## src/rtl/mesh_router_vc_if.sv

```systemverilog
// mesh_router_vc_if: bundles the five-port link signals of the VC mesh router.
//   polarity : phase bit, router -> neighbours (VC = polarity uses the links)
//   in_si    : per-port send request into the router
//   in_di    : per-port input flits, port p at [p*DATA_WIDTH +: DATA_WIDTH]
//   in_ri    : per-port ready out of the router
//   out_so   : per-port output valid
//   out_ro   : per-port downstream ready
//   out_do   : per-port output flits, same packing as in_di
// Port index: 0=PE, 1=W, 2=E, 3=N, 4=S.
interface mesh_router_vc_if #(
   parameter int DATA_WIDTH = 64
);
   logic                      polarity;
   logic [4:0]                in_si;
   logic [5*DATA_WIDTH-1:0]   in_di;
   logic [4:0]                in_ri;
   logic [4:0]                out_so;
   logic [4:0]                out_ro;
   logic [5*DATA_WIDTH-1:0]   out_do;

   // Neighbour / NIC side
   modport master (
      input  polarity,
      output in_si,
      output in_di,
      input  in_ri,
      input  out_so,
      output out_ro,
      input  out_do
   );

   // Router side
   modport slave (
      output polarity,
      input  in_si,
      input  in_di,
      output in_ri,
      output out_so,
      input  out_ro,
      output out_do
   );
endinterface

```

## src/rtl/mesh_router_vc.sv

```systemverilog
// mesh_router_vc: five-port source-routed mesh router with two virtual channels.
//   clk   : rising-edge clock
//   reset : synchronous, active-low reset
//   bus   : mesh_router_vc_if.slave (polarity, in_si/in_di/in_ri, out_so/out_ro/out_do)
// Each cycle the VC equal to polarity talks to the links (accept and emit),
// while the other VC switches from the input FIFOs into the output registers.
// Header: [W-1]=vc, [W-2]=xdir(1=W), [W-3]=ydir(1=S), then hx, hy, payload.
module mesh_router_vc #(
   parameter int DATA_WIDTH   = 64,
   parameter int BUFFER_DEPTH = 2,
   parameter int HOP_W        = 4
) (
   input  logic            clk,
   input  logic            reset,
   mesh_router_vc_if.slave bus
);
   localparam int NP    = 5;
   localparam int PTR_W = (BUFFER_DEPTH > 1) ? $clog2(BUFFER_DEPTH) : 1;
   localparam int CNT_W = $clog2(BUFFER_DEPTH + 1);
   localparam int HX_HI = DATA_WIDTH - 4;
   localparam int HY_HI = DATA_WIDTH - 4 - HOP_W;
   localparam logic [CNT_W-1:0] DEPTH_C = CNT_W'(BUFFER_DEPTH);
   localparam logic [CNT_W-1:0] CNT_ONE = CNT_W'(1);
   localparam logic [PTR_W-1:0] PTR_MAX = PTR_W'(BUFFER_DEPTH - 1);

   // X-first output selection for a header
   function automatic logic [2:0] route_of(input logic [DATA_WIDTH-1:0] flit);
      logic [2:0] r;
      if (flit[HX_HI -: HOP_W] != {HOP_W{1'b0}}) begin
         r = flit[DATA_WIDTH-2] ? 3'd1 : 3'd2;
      end else if (flit[HY_HI -: HOP_W] != {HOP_W{1'b0}}) begin
         r = flit[DATA_WIDTH-3] ? 3'd4 : 3'd3;
      end else begin
         r = 3'd0;
      end
      return r;
   endfunction

   // Header with the hop count of the dimension being travelled decremented
   function automatic logic [DATA_WIDTH-1:0] rewrite(input logic [DATA_WIDTH-1:0] flit);
      logic [DATA_WIDTH-1:0] f;
      f = flit;
      if (flit[HX_HI -: HOP_W] != {HOP_W{1'b0}}) begin
         f[HX_HI -: HOP_W] = flit[HX_HI -: HOP_W] - {{(HOP_W-1){1'b0}}, 1'b1};
      end else if (flit[HY_HI -: HOP_W] != {HOP_W{1'b0}}) begin
         f[HY_HI -: HOP_W] = flit[HY_HI -: HOP_W] - {{(HOP_W-1){1'b0}}, 1'b1};
      end else begin
         f = flit;
      end
      return f;
   endfunction

   function automatic logic [PTR_W-1:0] ptr_next(input logic [PTR_W-1:0] p);
      return (p == PTR_MAX) ? {PTR_W{1'b0}} : p + {{(PTR_W-1){1'b0}}, 1'b1};
   endfunction

   function automatic logic [2:0] rr_next(input logic [2:0] w);
      return (w == 3'd4) ? 3'd0 : w + 3'd1;
   endfunction

   // Candidate k positions after the round-robin pointer, modulo 5
   function automatic logic [2:0] rr_index(input logic [2:0] ptr, input int k);
      logic [3:0] s;
      s = {1'b0, ptr} + 4'(k);
      if (s >= 4'd5) begin
         s = s - 4'd5;
      end else begin
         s = s;
      end
      return s[2:0];
   endfunction

   logic                    polarity_r;
   logic [DATA_WIDTH-1:0]   mem_r      [NP][2][BUFFER_DEPTH];
   logic [PTR_W-1:0]        wr_ptr_r   [NP][2];
   logic [PTR_W-1:0]        rd_ptr_r   [NP][2];
   logic [CNT_W-1:0]        count_r    [NP][2];
   logic [DATA_WIDTH-1:0]   out_data_r [NP][2];
   logic                    out_full_r [NP][2];
   logic [2:0]              rr_ptr_r   [NP][2];

   logic                    vsw_s;
   logic [NP-1:0]           in_ri_s;
   logic [NP-1:0]           accept_s;
   logic [NP-1:0]           head_valid_s;
   logic [DATA_WIDTH-1:0]   head_next_s [NP];
   logic [2:0]              head_route_s [NP];
   logic [NP-1:0]           load_s;
   logic [2:0]              win_s [NP];
   logic [NP-1:0]           pop_s;

   assign vsw_s        = ~polarity_r;
   assign bus.polarity = polarity_r;
   assign bus.in_ri    = in_ri_s;

   // Link-side view: ready, valid and data of the polarity VC
   always_comb begin
      in_ri_s    = 5'b00000;
      bus.out_so = 5'b00000;
      bus.out_do = {(5*DATA_WIDTH){1'b0}};
      for (int p = 0; p < NP; p++) begin
         in_ri_s[p]    = (count_r[p][polarity_r] != DEPTH_C);
         bus.out_so[p] = out_full_r[p][polarity_r];
         if (out_full_r[p][polarity_r]) begin
            bus.out_do[p*DATA_WIDTH +: DATA_WIDTH] = out_data_r[p][polarity_r];
         end else begin
            bus.out_do[p*DATA_WIDTH +: DATA_WIDTH] = {DATA_WIDTH{1'b0}};
         end
      end
   end

   // Accept decode and routed view of the switching-VC FIFO heads
   always_comb begin
      accept_s     = 5'b00000;
      head_valid_s = 5'b00000;
      for (int p = 0; p < NP; p++) begin
         // a flit tagged with the wrong VC is silently dropped
         accept_s[p]     = bus.in_si[p] && in_ri_s[p] &&
                           (bus.in_di[p*DATA_WIDTH + DATA_WIDTH - 1] == polarity_r);
         head_valid_s[p] = (count_r[p][vsw_s] != {CNT_W{1'b0}});
         head_next_s[p]  = rewrite(mem_r[p][vsw_s][rd_ptr_r[p][vsw_s]]);
         head_route_s[p] = route_of(mem_r[p][vsw_s][rd_ptr_r[p][vsw_s]]);
      end
   end

   // Round-robin arbitration per output for the switching VC
   always_comb begin
      load_s = 5'b00000;
      for (int o = 0; o < NP; o++) begin
         win_s[o] = 3'd0;
         if (!out_full_r[o][vsw_s]) begin
            for (int k = 0; k < NP; k++) begin
               if (!load_s[o] &&
                   head_valid_s[rr_index(rr_ptr_r[o][vsw_s], k)] &&
                   (head_route_s[rr_index(rr_ptr_r[o][vsw_s], k)] == 3'(o))) begin
                  load_s[o] = 1'b1;
                  win_s[o]  = rr_index(rr_ptr_r[o][vsw_s], k);
               end else begin
                  load_s[o] = load_s[o];
               end
            end
         end else begin
            load_s[o] = 1'b0;
         end
      end
   end

   // Each head has a single route, so it wins at most one output
   always_comb begin
      pop_s = 5'b00000;
      for (int p = 0; p < NP; p++) begin
         for (int o = 0; o < NP; o++) begin
            if (load_s[o] && (win_s[o] == 3'(p))) begin
               pop_s[p] = 1'b1;
            end else begin
               pop_s[p] = pop_s[p];
            end
         end
      end
   end

   // Phase, FIFO, output-register and arbiter-pointer state
   always_ff @(posedge clk) begin
      if (!reset) begin
         polarity_r <= 1'b0;
         for (int p = 0; p < NP; p++) begin
            for (int v = 0; v < 2; v++) begin
               wr_ptr_r[p][v]   <= {PTR_W{1'b0}};
               rd_ptr_r[p][v]   <= {PTR_W{1'b0}};
               count_r[p][v]    <= {CNT_W{1'b0}};
               out_data_r[p][v] <= {DATA_WIDTH{1'b0}};
               out_full_r[p][v] <= 1'b0;
               rr_ptr_r[p][v]   <= 3'd0;
            end
         end
      end else begin
         polarity_r <= ~polarity_r;
         for (int p = 0; p < NP; p++) begin
            // writes hit VC polarity, pops hit VC ~polarity: never the same FIFO
            if (accept_s[p]) begin
               mem_r[p][polarity_r][wr_ptr_r[p][polarity_r]] <= bus.in_di[p*DATA_WIDTH +: DATA_WIDTH];
               wr_ptr_r[p][polarity_r] <= ptr_next(wr_ptr_r[p][polarity_r]);
               count_r[p][polarity_r]  <= count_r[p][polarity_r] + CNT_ONE;
            end
            if (pop_s[p]) begin
               rd_ptr_r[p][vsw_s] <= ptr_next(rd_ptr_r[p][vsw_s]);
               count_r[p][vsw_s]  <= count_r[p][vsw_s] - CNT_ONE;
            end
         end
         for (int o = 0; o < NP; o++) begin
            if (load_s[o]) begin
               out_data_r[o][vsw_s] <= head_next_s[win_s[o]];
               out_full_r[o][vsw_s] <= 1'b1;
               rr_ptr_r[o][vsw_s]   <= rr_next(win_s[o]);
            end
            if (out_full_r[o][polarity_r] && bus.out_ro[o]) begin
               out_full_r[o][polarity_r] <= 1'b0;
            end
         end
      end
   end
endmodule
```

## src/flat_wrapper.sv

```systemverilog
// flat-port wrapper written by rule: the top's interface ports become plain ports
module mesh_router_vc_flat 
#(
   parameter int DATA_WIDTH   = 64,
   parameter int BUFFER_DEPTH = 2,
   parameter int HOP_W        = 4
)
  (clk, reset, bus_polarity, bus_in_si, bus_in_di, bus_in_ri, bus_out_so, bus_out_ro, bus_out_do);
  mesh_router_vc_if #(.DATA_WIDTH(DATA_WIDTH)) bus_i ();
  input  logic clk;
  input  logic reset;
  output wire logic [$bits(bus_i.polarity)-1:0] bus_polarity;
  input wire logic [$bits(bus_i.in_si)-1:0] bus_in_si;
  input wire logic [$bits(bus_i.in_di)-1:0] bus_in_di;
  output wire logic [$bits(bus_i.in_ri)-1:0] bus_in_ri;
  output wire logic [$bits(bus_i.out_so)-1:0] bus_out_so;
  input wire logic [$bits(bus_i.out_ro)-1:0] bus_out_ro;
  output wire logic [$bits(bus_i.out_do)-1:0] bus_out_do;
  assign bus_polarity = bus_i.polarity;
  assign bus_i.in_si = bus_in_si;
  assign bus_i.in_di = bus_in_di;
  assign bus_in_ri = bus_i.in_ri;
  assign bus_out_so = bus_i.out_so;
  assign bus_i.out_ro = bus_out_ro;
  assign bus_out_do = bus_i.out_do;
  mesh_router_vc #(.DATA_WIDTH(DATA_WIDTH), .BUFFER_DEPTH(BUFFER_DEPTH), .HOP_W(HOP_W)) u_core (.clk(clk), .reset(reset), .bus(bus_i));
endmodule
```

## config.mk

```make
export PLATFORM = sky130hd
export DESIGN_NAME = mesh_router_vc_flat
export DESIGN_NICKNAME = d
export VERILOG_FILES = /design/src/rtl/mesh_router_vc_if.sv /design/src/rtl/mesh_router_vc.sv /design/src/flat_wrapper.sv
export SDC_FILE = /design/constraint.sdc
export NUM_CORES = 2
export LEC_CHECK = 0
export CAP_MARGIN = 20
export CORE_MARGIN = 2
export CORE_UTILIZATION = 55
export CTS_CLUSTER_SIZE = 30
export DETAILED_ROUTE_END_ITERATION = 10
export HOLD_SLACK_MARGIN = 0.06
export PLACE_DENSITY_LB_ADDON = 0.12
export SETUP_SLACK_MARGIN = 0.5
export SLEW_MARGIN = 20
export SYNTH_ARGS = -nofsm -noshare
export SYNTH_HDL_FRONTEND = slang
export SYNTH_SLANG_ARGS = --single-unit
```

## constraint.sdc

```tcl
create_clock -name clk -period 9.05 [get_ports clk]
set_input_delay 1.81 -clock clk [delete_from_list [all_inputs] [get_ports clk]]
set_output_delay 1.81 -clock clk [all_outputs]
set_load 0.01 [all_outputs]
```

# [After elaboration in Yosys (flattened, before gate mapping)]
# Memories as Yosys holds them, arrays and structs flattened.
# Index checks and enable logic that the tools add are counted.
[word_totals] register_bits=1 ram_bits=2000 input_bits=332 mem_count=7
[mem_list] memory="u_core.mem_r" words=5 width=256 read_ports=5 rd_clocked_by_memory_dff=0 write_ports=5 line_no="mesh_router_vc.sv:74" text="logic [DATA_WIDTH-1:0] mem_r [NP][2][BUFFER_DEPTH];"
[mem_list] memory="u_core.out_data_r" words=5 width=128 read_ports=5 rd_clocked_by_memory_dff=0 write_ports=5 line_no="mesh_router_vc.sv:78" text="logic [DATA_WIDTH-1:0] out_data_r [NP][2];"
[mem_list] memory="u_core.rr_ptr_r" words=5 width=6 read_ports=5 rd_clocked_by_memory_dff=0 write_ports=5 line_no="mesh_router_vc.sv:80" text="logic [2:0] rr_ptr_r [NP][2];"
[mem_list] memory="u_core.count_r" words=5 width=4 read_ports=5 rd_clocked_by_memory_dff=0 write_ports=5 line_no="mesh_router_vc.sv:77" text="logic [CNT_W-1:0] count_r [NP][2];"
[mem_list] memory="u_core.out_full_r" words=5 width=2 read_ports=5 rd_clocked_by_memory_dff=0 write_ports=5 line_no="mesh_router_vc.sv:79" text="logic out_full_r [NP][2];"
[mem_list] memory="u_core.rd_ptr_r" words=5 width=2 read_ports=5 rd_clocked_by_memory_dff=0 write_ports=5 line_no="mesh_router_vc.sv:76" text="logic [PTR_W-1:0] rd_ptr_r [NP][2];"
[mem_list] memory="+1 memories"
[op_classes] n_addsub=80 magnitude_cmp=99 n_eq_ne=50 muxes=1368 n_bitwise=793 n_reduce_logical=137
[op_table] cell="two-way mux 64 bit" count=51
[op_table] cell="two-way mux 128 bit" count=25
[op_table] cell="two-way mux 256 bit" count=5
[op_table] cell="two-way mux 1 bit" count=963
[op_table] cell="binary-select mux 64 bit (select 3 bit)" count=5
[op_table] cell="bitwise OR 1 bit" count=750
[op_table] cell="demux 128 bit (select 1 bit)" count=5
[op_table] cell="two-way mux 3 bit" count=166
[op_table] cell="demux 64 bit (select 1 bit)" count=6
[op_table] cell="two-way mux 57 bit" count=5
[op_table] cell="binary-select mux 3 bit (select 3 bit)" count=25
[op_table] cell="greater-or-equal comparator 4 bit (second input constant)" count=30
[op_table] cell="inverter 3 -> 4 bit" count=30
[op_table] cell="two-way mux 2 bit" count=57
[op_table] cell="less-than comparator 3 x 4 -> 1 bit (second input constant)" count=25
[op_table] cell="logical AND 1 bit" count=92
[op_table] cell="greater-or-equal comparator 4 x 3 -> 1 bit (second input constant)" count=20
[op_table] cell="two-way mux 4 bit" count=20
[op_table] cell="binary-select mux 1 bit (select 3 bit)" count=25
[op_table] cell="subtractor 3 bit (second input constant)" count=25
[op_table] cell="equality test 3 x 2 -> 1 bit (second input constant)" count=20
[op_table] cell="adder 3 x 2 -> 4 bit (second input constant)" count=10
[op_table] cell="nonzero test 4 bit" count=10
[op_table] cell="subtractor 4 x 1 -> 4 bit (second input constant)" count=10
[op_table] cell="other kinds (22)" count=147

# [Longest topological paths before layout]
[logic_depth] ltp_word=50 mapped_depth=36

# [Least setup slack after synthesis]
# No wires, ideal clock.
[synth_timing] path_type="reg-to-reg" start="reg u_core.polarity_r (netlist: u_core.bus.polarity)" end="mem u_core.out_full_r[3][0] (netlist bit), enable pin" setup_time_ps=253 arrival_ps=7993 setup_slack_ps=804 path_stages_with_launch=28 n_path_buf=15 period_less_slack_ps=8246 cell_sequence="dfxtp_1 -> buf_6 -> buf_6 -> buf_6 -> buf_6 -> buf_4 -> buf_4 -> buf_1 -> clkbuf_1 -> buf_2 -> clkbuf_1 -> buf_2 -> clkbuf_1 -> clkbuf_1 -> mux2i_1 -> ha_1 -> buf_1 -> inv_1 -> o211a_1 -> nand4_1 -> o2111ai_1 -> nor3_1 -> or4b_1 -> o21bai_1 -> or2_2 -> buf_2 -> nand2_1 -> a31o_2"
[synth_rtl] element="start: declaration" line_no="mesh_router_vc.sv:73" text="logic polarity_r;"
[synth_rtl] element="start signal: assignment" line_no="mesh_router_vc.sv:177" text="polarity_r <= ~polarity_r;"
[synth_rtl] element="end: declaration" line_no="mesh_router_vc.sv:79"

==> summary.md <==
| Metric | Value |
|---|---|
| Core Region | 182700 µm² |
| # Post-CTS Setup Buffers | 0 |
| Fin Clk Skew | 62.35 ps |
| Die width | 432.3 µm |
| Unrepaired setup endpoints after global routing | no |
| Flops & latches, synth | 2001 |
| Clk sinks | 2001 |
| Post-CTS resize count | 0 |
| Total global routing overflow | 0 |
| Setup_tns | 0 ps |
| # H-tree levels | 4 |
| Max-capacitance violation count | 0 |
| CTS tree | built |
| Die height | 432.3 µm |
| Adder-cell area share of the yosys netlist | 0.01116 |
| LEAKAGE | 43.34 nW |
| Ys Warns | 0 |
| CTS root buf | clkbuf_16 |
| DRT Pass-1 Iters | 7 |
| Simple-Gate Fraction of Synth Area | 0.1084 |
| Via density | 6.669 |
| Min Tclk post-route | 7435 ps |
| Initial drt markers | 11.46k |
| Syn Std Cell Area | 100900 µm² |
| Hold Vio Cnt, Final | 0 |
| Slew Viols, Final | 0 |
| Routability-driven placement congestion ratio | 1.029 |
| Primary FF master, synth | edfxtp_1 |
| Arr. time, crit path | 8010 ps |
| Required time worst endpoint | 9620 ps |
| Number of CTS-inserted buffers | 201 |
| Status | completed |
| Setup Crit Path Kind | reg2reg |
| DP Area | 111800 µm² |
| Achievable frequency | 134.5 MHz |
| Compound-gate portion of the synthesized area | 0.09053 |
| Initial core utilization | 0.5522 |
| Largest family of logic cells by synthesized area | multiplexers |
| # setup viols final | 0 |
| CP Launch Type | flop |
| DR WL/cell | 34.36 µm |
| CTS clk-pin slew, worst paths | 60 ps |
| Mux share of post-synthesis cell area | 0.1616 |
| Slew @ Worst Pin | 1390 ps |
| Largest net degree at the start of global routing | 146 |
| Total wire length | 395.0 mm |
| Final Cycle Share | 0.8215 |
| Die area | 186800 µm² |
| Syn avg cell area | 12.27 µm² |
| Num ports | 663 |
| Clock Latency Late Sink | 870 ps |
| Share of cells above drive strength 1 | 0.1319 |
| # nets final | 9339 |
| Yosys cell types | 115 |
| First-pass GRT wire length | 540.9 mm |
| Hold path depth | 2 |
| Crit. End Element | flop |
| Area Overhead vs Synth | 17.44% |
| DRC | 0 |
| Xor and xnor area share after synthesis | 0.002840 |
| Cell area after layout | 118500 µm² |
| Sequential fraction of the synthesis area | 0.5953 |
| GRT Total Usage | 0.4125 |
| Initial antenna violation count | 67 |
| Vias in the first global route | 70.48k |
| Number of flops mapped to enable cells by yosys | 1997 |
| PortBufs | 662 |
| R2R depth | 20 |
| Post-Synthesis Cells | 8218 |
| Async S/R FF share, synth | 0 |
| Slew HR | 0.07339 |
| CTS Buffer Depth | 3 |
| Critical path fanouts, max | 49 |
| PD cells | 363.3 nW/µm² |
| Hpwl dp | 285.0 mm |
| Final ANT Viol Nets | 0 |
| Hold WC Path Type | reg2reg |
| Vias | 76.67k |
| FP Rows | 157 |
| CTS hold repair buffers | 0 |
| Max VDD drop | 0.7803 mV |
[power breakdown]
part	internal [mW]	switching [mW]
Sequential	11.9	0.389
Combinational	7.59	14.9
Clock	4.70	3.63
[through the flow]
stage / cells / setup WS, ps / hold WS, ps / util / total power, mW
2_1_floorplan: 8237 / 804.3 / 463.6 / - / 26.08
3_3_place_gp: 11090 / 1871 / 512.9 / 0.6118 / 33.48
3_5_place_dp: 11100 / 1686 / 533.9 / 0.6121 / 33.84
4_1_cts: 11460 / 1717 / 551.9 / 0.6476 / 42.08
5_1_grt: 11480 / 1325 / 580.6 / 0.6483 / 44.13
6_report: 11500 / 1615 / 551.2 / 0.6485 / 43.04
[kinds of logic (layout without fill, tap and decap cells)]
group / Yosys count / in the layout
adder cells (fa/ha/maj): 90 / 90
buffers and inverters: 672 / 1515
AND/OR/NAND/NOR: 2499 / 2499
XOR/XNOR: 31 / 31
multiplexers: 1563 / 1563
flip-flops: 2001 / 2001
AO/OA/AOI/OAI: 1361 / 1361
other: 1 / 52
[critical path, stage by stage, from the launching register on]
cell,delay [ps]
dfxtp_4,910
buf_4,450
buf_4,690
mux2i_4,550
inv_2,160
ha_1,380
o21ai_0,390
a31oi_1,200
or4_1,500
a31oi_2,380
or3b_1,400
a211oi_1,280
o311a_2,370
inv_2,150
ha_1,250
nand2_1,70
o32a_1,140
a21bo_1,230
nor3_4,340
buf_12,180
o21bai_1,100
[per-layer routing]
layer  GRT usage  part of all wire  vias up
li1            -                 -    32390
met1      0.5686              0.38    37840
met2      0.5616              0.41     5487
met3      0.1443              0.14      905
met4      0.2413             0.067       46
met5           0           0.00077        -
[layout make-up]
class	instances	area (µm²)
fillers	13590	64220
well taps	2385	2984
multi-input cells	5564	38500
clock buffers	231	5185
inverters	121	469.2
repair buffers	1028	9894
clock inverters	135	1303
flip-flops and latches	2001	60060
diodes	32	80.08
[cells in the mapped netlist, drive strengths merged (52+ instances only)]
cell    number  area (µm²)
inv        117       441.7
nand2b      56       350.3
nand3       52       260.3
nor2      1068        4026
nor2b       99       619.3
a21oi      378        1896
mux2i     1211       12220
o22ai       70       437.9
a22oi      222        1667
nand2      684        2570
buf        270        1524
o21ai      203        1020
o32ai       95       832.1
mux2       342        3851
clkbuf     281        1064
ha          90        1126
o211ai      57       427.9
a211oi      87       668.1
nor3       346        1754
edfxtp    1997       59970
[path summary, 6_finish.rpt]
check                          startpoint                 endpoint  slack (ps)
setup / recovery      u_core.bus.polarity     u_core.count_r[0][3]        1620
hold / removal    u_core.out_full_r[4][1]  u_core.out_full_r[4][1]         550
setup reg to reg      u_core.bus.polarity     u_core.count_r[0][3]        1620
hold reg to reg   u_core.out_full_r[4][1]  u_core.out_full_r[4][1]         550
[registers in the layout, indices dropped and copies added (netlist names)]
name and flops:
u_core.mem_r 1280, u_core.out_data_r 640, u_core.rr_ptr_r 30, u_core.count_r 20, u_core.out_full_r 10, u_core.rd_ptr_r 10, u_core.wr_ptr_r 10, u_core.bus.polarity 1
[layout by cell type, fill, tap and decap left out, types with 17 or more instances in the layout]
cell / netlist / final
nand2b_1: 56 / 56
o221ai_1: 23 / 23
o22ai_1: 70 / 70
xnor2_1: 25 / 21
clkbuf_1: 278 / 28
nor2b_1: 99 / 99
a21o_1: 17 / 17
o32ai_1: 95 / 95
mux2_2: 326 / 326
clkbuf_16: 0 / 203
a22oi_1: 222 / 222
clkinv_1: 4 / 54
buf_12: 0 / 42
nand2_1: 683 / 668
inv_1: 100 / 100
edfxtp_1: 1997 / 1997
conb_1: 1 / 20
and2_1: 28 / 25
a21oi_2: 1 / 39
a21oi_1: 377 / 335
o21a_1: 19 / 18
and3_1: 20 / 20
nand4_1: 36 / 36
nand3_1: 52 / 52
clkdlybuf4s50_1: 0 / 661
o21ai_1: 65 / 64
diode_2: 0 / 32
nor2_1: 1063 / 1039
o21ai_0: 137 / 137
clkinv_2: 0 / 49
nor3_1: 344 / 340
buf_4: 48 / 323
o211ai_1: 57 / 57
nor4_1: 21 / 20
ha_1: 90 / 90
mux2i_1: 1198 / 1191
nor2_4: 1 / 26
bufinv_16: 0 / 21
a211oi_1: 84 / 84
(Power assumes the default switching activity.)
